===== src/rtl/seq_ctrl_pkg.sv =====
// seq_pkg: shared state encoding and opcode constants for the 9-bit core sequencer
package seq_pkg;
  typedef enum logic [2:0] {S_IDLE, S_FETCH, S_EXEC, S_MEM, S_WB, S_HALT} state_e;
  localparam logic [2:0] OP_LDI = 3'b000;
  localparam logic [2:0] OP_BR0 = 3'b011;
  localparam logic [2:0] OP_BR1 = 3'b101;
  localparam logic [2:0] OP_LD  = 3'b110;
  localparam logic [2:0] OP_ST  = 3'b111;
endpackage


===== src/rtl/seq_ctrl_control.sv =====
// Control: opcode decoder; ALUOp in, ungated branch/RegWrite/MemRead/MemWrite enables out
module Control
  import seq_pkg::*;
#(
  parameter int OPW = 3
) (
  input  logic [OPW-1:0] ALUOp,
  output logic           branch,
  output logic           RegWrite,
  output logic           MemRead,
  output logic           MemWrite
);
  assign branch   = ALUOp == OPW'(OP_BR0) || ALUOp == OPW'(OP_BR1);
  assign MemRead  = ALUOp == OPW'(OP_LD);
  assign MemWrite = ALUOp == OPW'(OP_ST);
  assign RegWrite = !(branch || MemWrite);
endmodule


===== src/rtl/seq_ctrl.sv =====
// seq_ctrl: multi-cycle FETCH/EXEC/MEM/WB sequencer owning PC and IR
// Ports: Clk/Reset (sync, active-high), Start handshake, Instr from ROM at PC, BrCond from ALU;
// PC, IR, gated strobes IRWrite/RegWrite/MemRead/MemWrite, Done, CycleCnt.
// SEQ_CYCLE_COUNT_EN builds the saturating execution-cycle counter; otherwise CycleCnt is 0.
module seq_ctrl
  import seq_pkg::*;
#(
  parameter int             OPW       = 3,
  parameter int             PCW       = 10,
  parameter int             MEM_LAT   = 1,
  parameter logic [8:0]     HALT_WORD = 9'h000
) (
  input  logic           Clk,
  input  logic           Reset,
  input  logic           Start,
  input  logic [8:0]     Instr,
  input  logic           BrCond,
  output logic [PCW-1:0] PC,
  output logic [8:0]     IR,
  output logic           IRWrite,
  output logic           RegWrite,
  output logic           MemRead,
  output logic           MemWrite,
  output logic           Done,
  output logic [15:0]    CycleCnt
);
  localparam int MCW = MEM_LAT > 1 ? $clog2(MEM_LAT) : 1;
  state_e         state_q, state_d;
  logic [PCW-1:0] pc_q, pc_d, pc_inc, pc_br;
  logic [8:0]     ir_q, ir_d;
  logic [MCW-1:0] mcnt_q, mcnt_d;
  logic           c_branch, c_regwrite, c_memread, c_memwrite, mem_last;
  Control #(.OPW(OPW)) u_ctrl (
    .ALUOp   (ir_q[8 -: OPW]),
    .branch  (c_branch),
    .RegWrite(c_regwrite),
    .MemRead (c_memread),
    .MemWrite(c_memwrite)
  );
  assign mem_last = mcnt_q == MCW'(MEM_LAT - 1);
  assign pc_inc   = pc_q + 1'b1;
  assign pc_br    = pc_q + {{(PCW-6){ir_q[5]}}, ir_q[5:0]};
  always_ff @(posedge Clk) begin
    if (Reset) begin
      state_q <= S_IDLE;
      pc_q    <= '0;
      ir_q    <= '0;
      mcnt_q  <= '0;
    end else begin
      state_q <= state_d;
      pc_q    <= pc_d;
      ir_q    <= ir_d;
      mcnt_q  <= mcnt_d;
    end
  end
  always_comb begin
    state_d = state_q;
    pc_d    = pc_q;
    ir_d    = ir_q;
    mcnt_d  = mcnt_q;
    unique case (state_q)
      S_IDLE, S_HALT: begin
        state_d = Start ? S_FETCH : state_q;
        pc_d    = Start ? '0 : pc_q;
      end
      S_FETCH: begin
        ir_d    = Instr;
        state_d = S_EXEC;
      end
      S_EXEC: begin
        mcnt_d = '0;
        if (ir_q == HALT_WORD) state_d = S_HALT;
        else if (c_branch) begin
          pc_d    = BrCond ? pc_br : pc_inc;
          state_d = S_FETCH;
        end else state_d = (c_memread || c_memwrite) ? S_MEM : S_WB;
      end
      S_MEM: begin
        mcnt_d  = mem_last ? mcnt_q : mcnt_q + 1'b1;
        state_d = !mem_last ? S_MEM : c_memwrite ? S_FETCH : S_WB;
        pc_d    = (mem_last && c_memwrite) ? pc_inc : pc_q;
      end
      S_WB: begin
        pc_d    = pc_inc;
        state_d = S_FETCH;
      end
      default: state_d = S_IDLE;
    endcase
  end
  assign PC       = pc_q;
  assign IR       = ir_q;
  assign IRWrite  = state_q == S_FETCH;
  assign RegWrite = state_q == S_WB && c_regwrite;
  assign MemRead  = state_q == S_MEM && c_memread;
  assign MemWrite = state_q == S_MEM && c_memwrite && mem_last;
  assign Done     = state_q == S_HALT;
`ifdef SEQ_CYCLE_COUNT_EN
  logic [15:0] cnt_q;
  logic        run_cyc, start_run;
  assign start_run = Start && (state_q == S_IDLE || state_q == S_HALT);
  assign run_cyc   = state_q inside {S_FETCH, S_EXEC, S_MEM, S_WB};
  always_ff @(posedge Clk) begin
    if (Reset || start_run) cnt_q <= '0;
    else if (run_cyc && cnt_q != 16'hFFFF) cnt_q <= cnt_q + 1'b1;
  end
  assign CycleCnt = cnt_q;
`else
  assign CycleCnt = '0;
`endif
endmodule


===== config.mk =====
export PLATFORM = sky130hd
export DESIGN_NAME = seq_ctrl
export DESIGN_NICKNAME = d
export VERILOG_FILES = /design/src/rtl/seq_ctrl_pkg.sv /design/src/rtl/seq_ctrl_control.sv /design/src/rtl/seq_ctrl.sv
export SDC_FILE = /design/constraint.sdc
export NUM_CORES = 1
export LEC_CHECK = 0
export ABC_AREA = 1
export CORE_UTILIZATION = 49
export DETAILED_ROUTE_END_ITERATION = 16
export PLACE_DENSITY = 0.82
export SYNTH_ARGS = -nofsm -noshare
export SYNTH_HDL_FRONTEND = slang
export SYNTH_SLANG_ARGS = --single-unit

===== constraint.sdc =====
create_clock -name Clk -period 2 [get_ports Clk]
set_clock_uncertainty 0.05 [all_clocks]
set_input_delay 0.5 -clock Clk [delete_from_list [all_inputs] [get_ports Clk]]
set_output_delay 0.5 -clock Clk [all_outputs]
set_load 0.02 [all_outputs]

# [After elaboration in Yosys (flattened, before gate mapping)]
# Cells that the tools add are included.
[word_totals] reg_bits=23 in_bits=13 elab_cells=51
[classes] n_addsub=3 eq_ne=13 muxes=15 bitwise=1 n_reduce_logical=15
[op_table] cell="$mux W10" count=5
[op_table] cell="$pmux W10 S4" count=1
[op_table] cell="$mux W3" count=6
[op_table] cell="$eq A3 B3 Y1 const B" count=5
[op_table] cell="$pmux W3 S5" count=1
[op_table] cell="$add A10 B1 Y10 const B" count=1
[op_table] cell="$add A10 B10 Y10" count=1
[op_table] cell="$eq A3 B2 Y1 const B" count=3
[op_table] cell="$logic_not A9 Y1" count=1
[op_table] cell="$ne A2 B2 Y1 const B" count=3
[op_table] cell="$logic_and A1 B1 Y1" count=5
[op_table] cell="$reduce_and A5 Y1" count=1
[op_table] cell="$reduce_bool A4 Y1" count=1
[op_table] cell="$eq A3 B1 Y1 const B" count=1
[op_table] cell="$logic_not A3 Y1" count=1
[op_table] cell="$logic_or A1 B1 Y1" count=3
[op_table] cell="$ne A2 B1 Y1 const B" count=1
[op_table] cell="$pmux W1 S2" count=1
[op_table] cell="$reduce_bool A2 Y1" count=1
[op_table] cell="$reduce_or A2 Y1" count=1
[op_table] cell="$add A1 B1 Y1 const B" count=1
[op_table] cell="$logic_not A1 Y1" count=1
[op_table] cell="$mux W1" count=1
[op_table] cell="$not A1 Y1" count=1

# [Longest topological paths before layout]
[logic_depth] ltp_word=6 depth_mapped=11

# [Hierarchy]
# Synthesis repeated with hierarchy kept, for this count alone.
[hier_totals] cells_unflattened=338 hier_area_um2=2053.2
[by_module_without_submodules] mod="seq_ctrl" n_inst=1 cells_each=328 area_each_um2=2011.9 seq_area_each_um2=440.4
[by_module_without_submodules] mod="Control" n_inst=1 cells_each=10 area_each_um2=41.3 seq_area_each_um2=0.0

# [Least setup slack after synthesis]
# OpenSTA, ideal clock, no wires.
[synth_path] path_type="register -> register" from="register pc_q[0] (netlist: PC[0])" to="register pc_q[4] (netlist: PC[4])" setup_ns=0.115 t_arrival_ns=1.685 t_required_ns=1.835 path_slack_ns=0.150 path_stages_with_launch=10 path_buffers=0 path_cell_list="dfxtp_1 ha_1 fa_1 nand3_1 nand3b_1 xor2_1 o21ai_0 nand2_1 nor2_1 nor2_1"
[synth_via] elab_chain_cells=5 word_cells_on_any_way=7 cone_classes="add/sub (2); mux (5)"
[synth_rtl] element="start: declaration" line_no="seq_ctrl.sv:29" source="logic [PCW-1:0] pc_q, pc_d, pc_inc, pc_br;"
[synth_rtl] element="start signal: assignment" line_no="seq_ctrl.sv:51" source="pc_q <= pc_d;"
[synth_rtl] element="$add A10 B1 Y10 or $add A10 B10 Y10 (tied branches)" line_no="seq_ctrl.sv:41, seq_ctrl.sv:42"
[synth_rtl] element="$mux W10" line_no="seq_ctrl.sv:74" source="pc_d = BrCond ? pc_br : pc_inc;"
[synth_rtl] element="$mux W10" line_no="seq_ctrl.sv:73" source="else if (c_branch) begin"
[synth_rtl] element="$mux W10" line_no="seq_ctrl.sv:72" source="if (ir_q == HALT_WORD) state_d = S_HALT;"
[synth_rtl] element="$pmux W10 S4 *" line_no="seq_ctrl.sv:61" source="unique case (state_q)"
# Every way passes the cells marked *; elsewhere a longest branch is shown, timed or not. The select of a mux whose other input is x is not followed.
# A chain may end at the register's enable or synchronous reset.

# [Worst setup path in the final report]
[layout_path] from="register pc_q[1] (netlist: PC[1])" to="output PC[1]"
[layout_rtl] element="end: declaration" line_no="seq_ctrl.sv:18" source="output logic [PCW-1:0] PC,"
# No word-level cell between the ends.

==> flow_summary.json <==
{
  "layout_common_cells": "nand2_1 (77), nor2_1 (40), inv_1 (38), clkdlybuf4s50_1 (30), nand3_1 (24)",
  "first_iter_violations": 151,
  "ys_ff_latch": 22,
  "worstSetupStartpointType": "register",
  "tns_ps": 0,
  "dieArea_um2": 4210,
  "syn_inst": 318,
  "fin_crit_ps": 1960,
  "synthDistinctLibCells": 28,
  "status": "complete, no violations",
  "dp.final_hpwl_um": 3730,
  "dr_total_vias": 2099,
  "crit_arrival_ps": 1410,
  "routed-wl-met3_um": 279,
  "insertion_delay_ps": 270,
  "coreArea_um2": 3720,
  "crit_start": "PC[1]$_SDFFE_PP0P_",
  "route.detailed.drc": 0,
  "path_buf_inv": 1,
  "placedInstanceArea_um2": 2320,
  "grt_pass1_vias": 1910,
  "fin_crit_sh": 0.979,
  "place_congestion": 0.866,
  "postSynthAreaPerCell_um2": 6.09,
  "cts.path.max_buffers": 2,
  "routed-wl-met2_um": 2270,
  "max_stage_delay_ps": 660,
  "ir_worst_vdd_mv": 0.660,
  "stdcell_count": 408,
  "path_delay_family": "buffers and inverters",
  "drt-met1-wl_um": 2090,
  "drv_cap": 0,
  "drtPass1Iterations": 4,
  "fmax_mhz": 511,
  "hold_path.class": "reg2reg",
  "final_cell_area_um2": 2400,
  "cts_buffers": 3,
  "dp.cells": 404,
  "grt_pass1_wl_um": 8020,
  "cts_tree": "yes",
  "grt_max_degree": 19,
  "critPathMaxFanout": 6,
  "cts-root-buf": "clkbuf_8",
  "rsz0062_at_grt": "no",
  "yosysWarnings": 0,
  "crit_path_end_kind": "output pin",
  "detail_route.wl_per_cell_um": 11.6,
  "postRouteWirelength_um": 4730,
  "viasPerCell": 5.14,
  "syn_area_um2": 1940,
  "area_growth_pct": 23.8,
  "top_layer": "met4",
  "setup_viol": 0,
  "num_rows": 22,
  "postRouteAntennaNets": 0,
  "diodes": 0,
  "min_from": "IR[2]$_SDFFE_PP0P_",
  "crit_type": "reg2out",
  "synth_edf_count": 0,
  "drv_slew": 0,
  "place.port_buffers": 36,
  "path_cells": "clkdlybuf4s50_1",
  "synth_top_flop_cell": "dfxtp_1",
  "layout-drive-gt1-share": 0.0833,
  "ys_seq_area_frac": 0.227,
  "power_leakage_nw": 1.19,
  "p_per_area_nw_per_um2": 1350,
  "nets": 385,
  "clk_pin_slew_ps": 90,
  "grt-ovfl-total": 0,
  "initial_utilization": 0.521,
  "cts-htree-levels": 1,
  "fp.dieW_um": 64.9,
  "r2r_start": "PC[0]$_SDFFE_PP0P_",
  "async_reset_ff_frac": 0,
  "critPathRequiredTime_ps": 1450,
  "mostFrequentLayoutCell": "nand2_1",
  "crit_slowest_cell": "clkdlybuf4s50_1",
  "hold_viol_final": 0,
  "track_usage": 0.244,
  "num_io_pins": 53,
  "die_y_um": 64.9,
  "clkSinkCount": 22,
  "antenna_found_initial": 0
}
-- where the power goes --
part | leakage [nW] | switching, W | internal, W
registers | 0.182 | 0.000230 | 0.000605
logic | 0.971 | 0.00119 | 0.000782
clock network | 0.0357 | 0.000156 | 0.000268
-- cell families after synthesis --
family                     count (synthesis)  share of synthesized area
adders and majority gates                 11                     0.0749
buffers and inverters                     64                      0.159
xor gates and xnor gates                   5                     0.0226
and+or+nand+nor                          159                      0.359
other                                      1                    0.00194
AOI/OAI and AO/OA                         56                      0.156
DFF                                       22                      0.227
-- through the flow --
stage,worst slack (ps),utilization,hold slack [ps],power (W)
5_1_grt,7.67,0.645,501,0.00353
4_1_cts,4.01,0.643,477,0.00322
3_3_place_gp,80.0,0.625,444,0.00277
6_report,42.1,0.645,469,0.00323
2_1_floorplan,150,-,471,0.00219
3_5_place_dp,56.6,0.625,461,0.00280
-- synth_stat cells (2+ instances only) --
cell type	count	area share
nor3_1	2	0.0052
inv_2	5	0.0097
ha_1	10	0.065
nand4_1	6	0.019
a22oi_1	3	0.012
inv_1	38	0.074
dfxtp_1	22	0.23
o21ai_0	21	0.054
xor2_1	5	0.023
clkbuf_1	3	0.0058
nand2_1	77	0.15
nand3b_1	3	0.012
buf_4	16	0.062
o21ai_1	5	0.013
nor2_1	41	0.079
a21oi_2	3	0.014
nand3_1	24	0.062
a21oi_1	23	0.059
nand3_2	2	0.010
-- metal layers --
layer / vias to the layer above / global-route usage
met5: - / 0
met4: 0 / 0.0750
met3: 7 / 0.0528
met2: 68 / 0.434
met1: 939 / 0.288
li1: 1085 / -
-- path summary, 6_finish.rpt --
path | end | slack [ps] | depth (start not counted)
worst max-delay path | PC[1] | 40 | 1
worst min-delay path | IR[2]$_SDFFE_PP0P_ | 470 | 2
worst max register to register | PC[4]$_SDFFE_PP0P_ | 190 | 9
worst min register to register | IR[2]$_SDFFE_PP0P_ | 470 | 2
-- area by class of cell --
type                            instances  area (um2)
Multi-Input combinational cell        247        1250
Clock inverter                          1        30.0
Fill cell                             361        1320
Inverter                               44         165
Timing Repair Buffer                   43         405
Sequential cell                        22         443
Clock buffer                            3        41.3
Tap cell                               48        60.1
-- repair_timing --
item                       CTS  global route
hold buffers                 0             0
resized for setup            6             8
setup endpoints to repair    5             5
setup buffers                0             0
-- state kept, by name, summed over array words and instances, names as in the netlist --
register	count
PC	10
state_q	3
IR	9
Note: power is estimated with default switching activity, not from simulation.
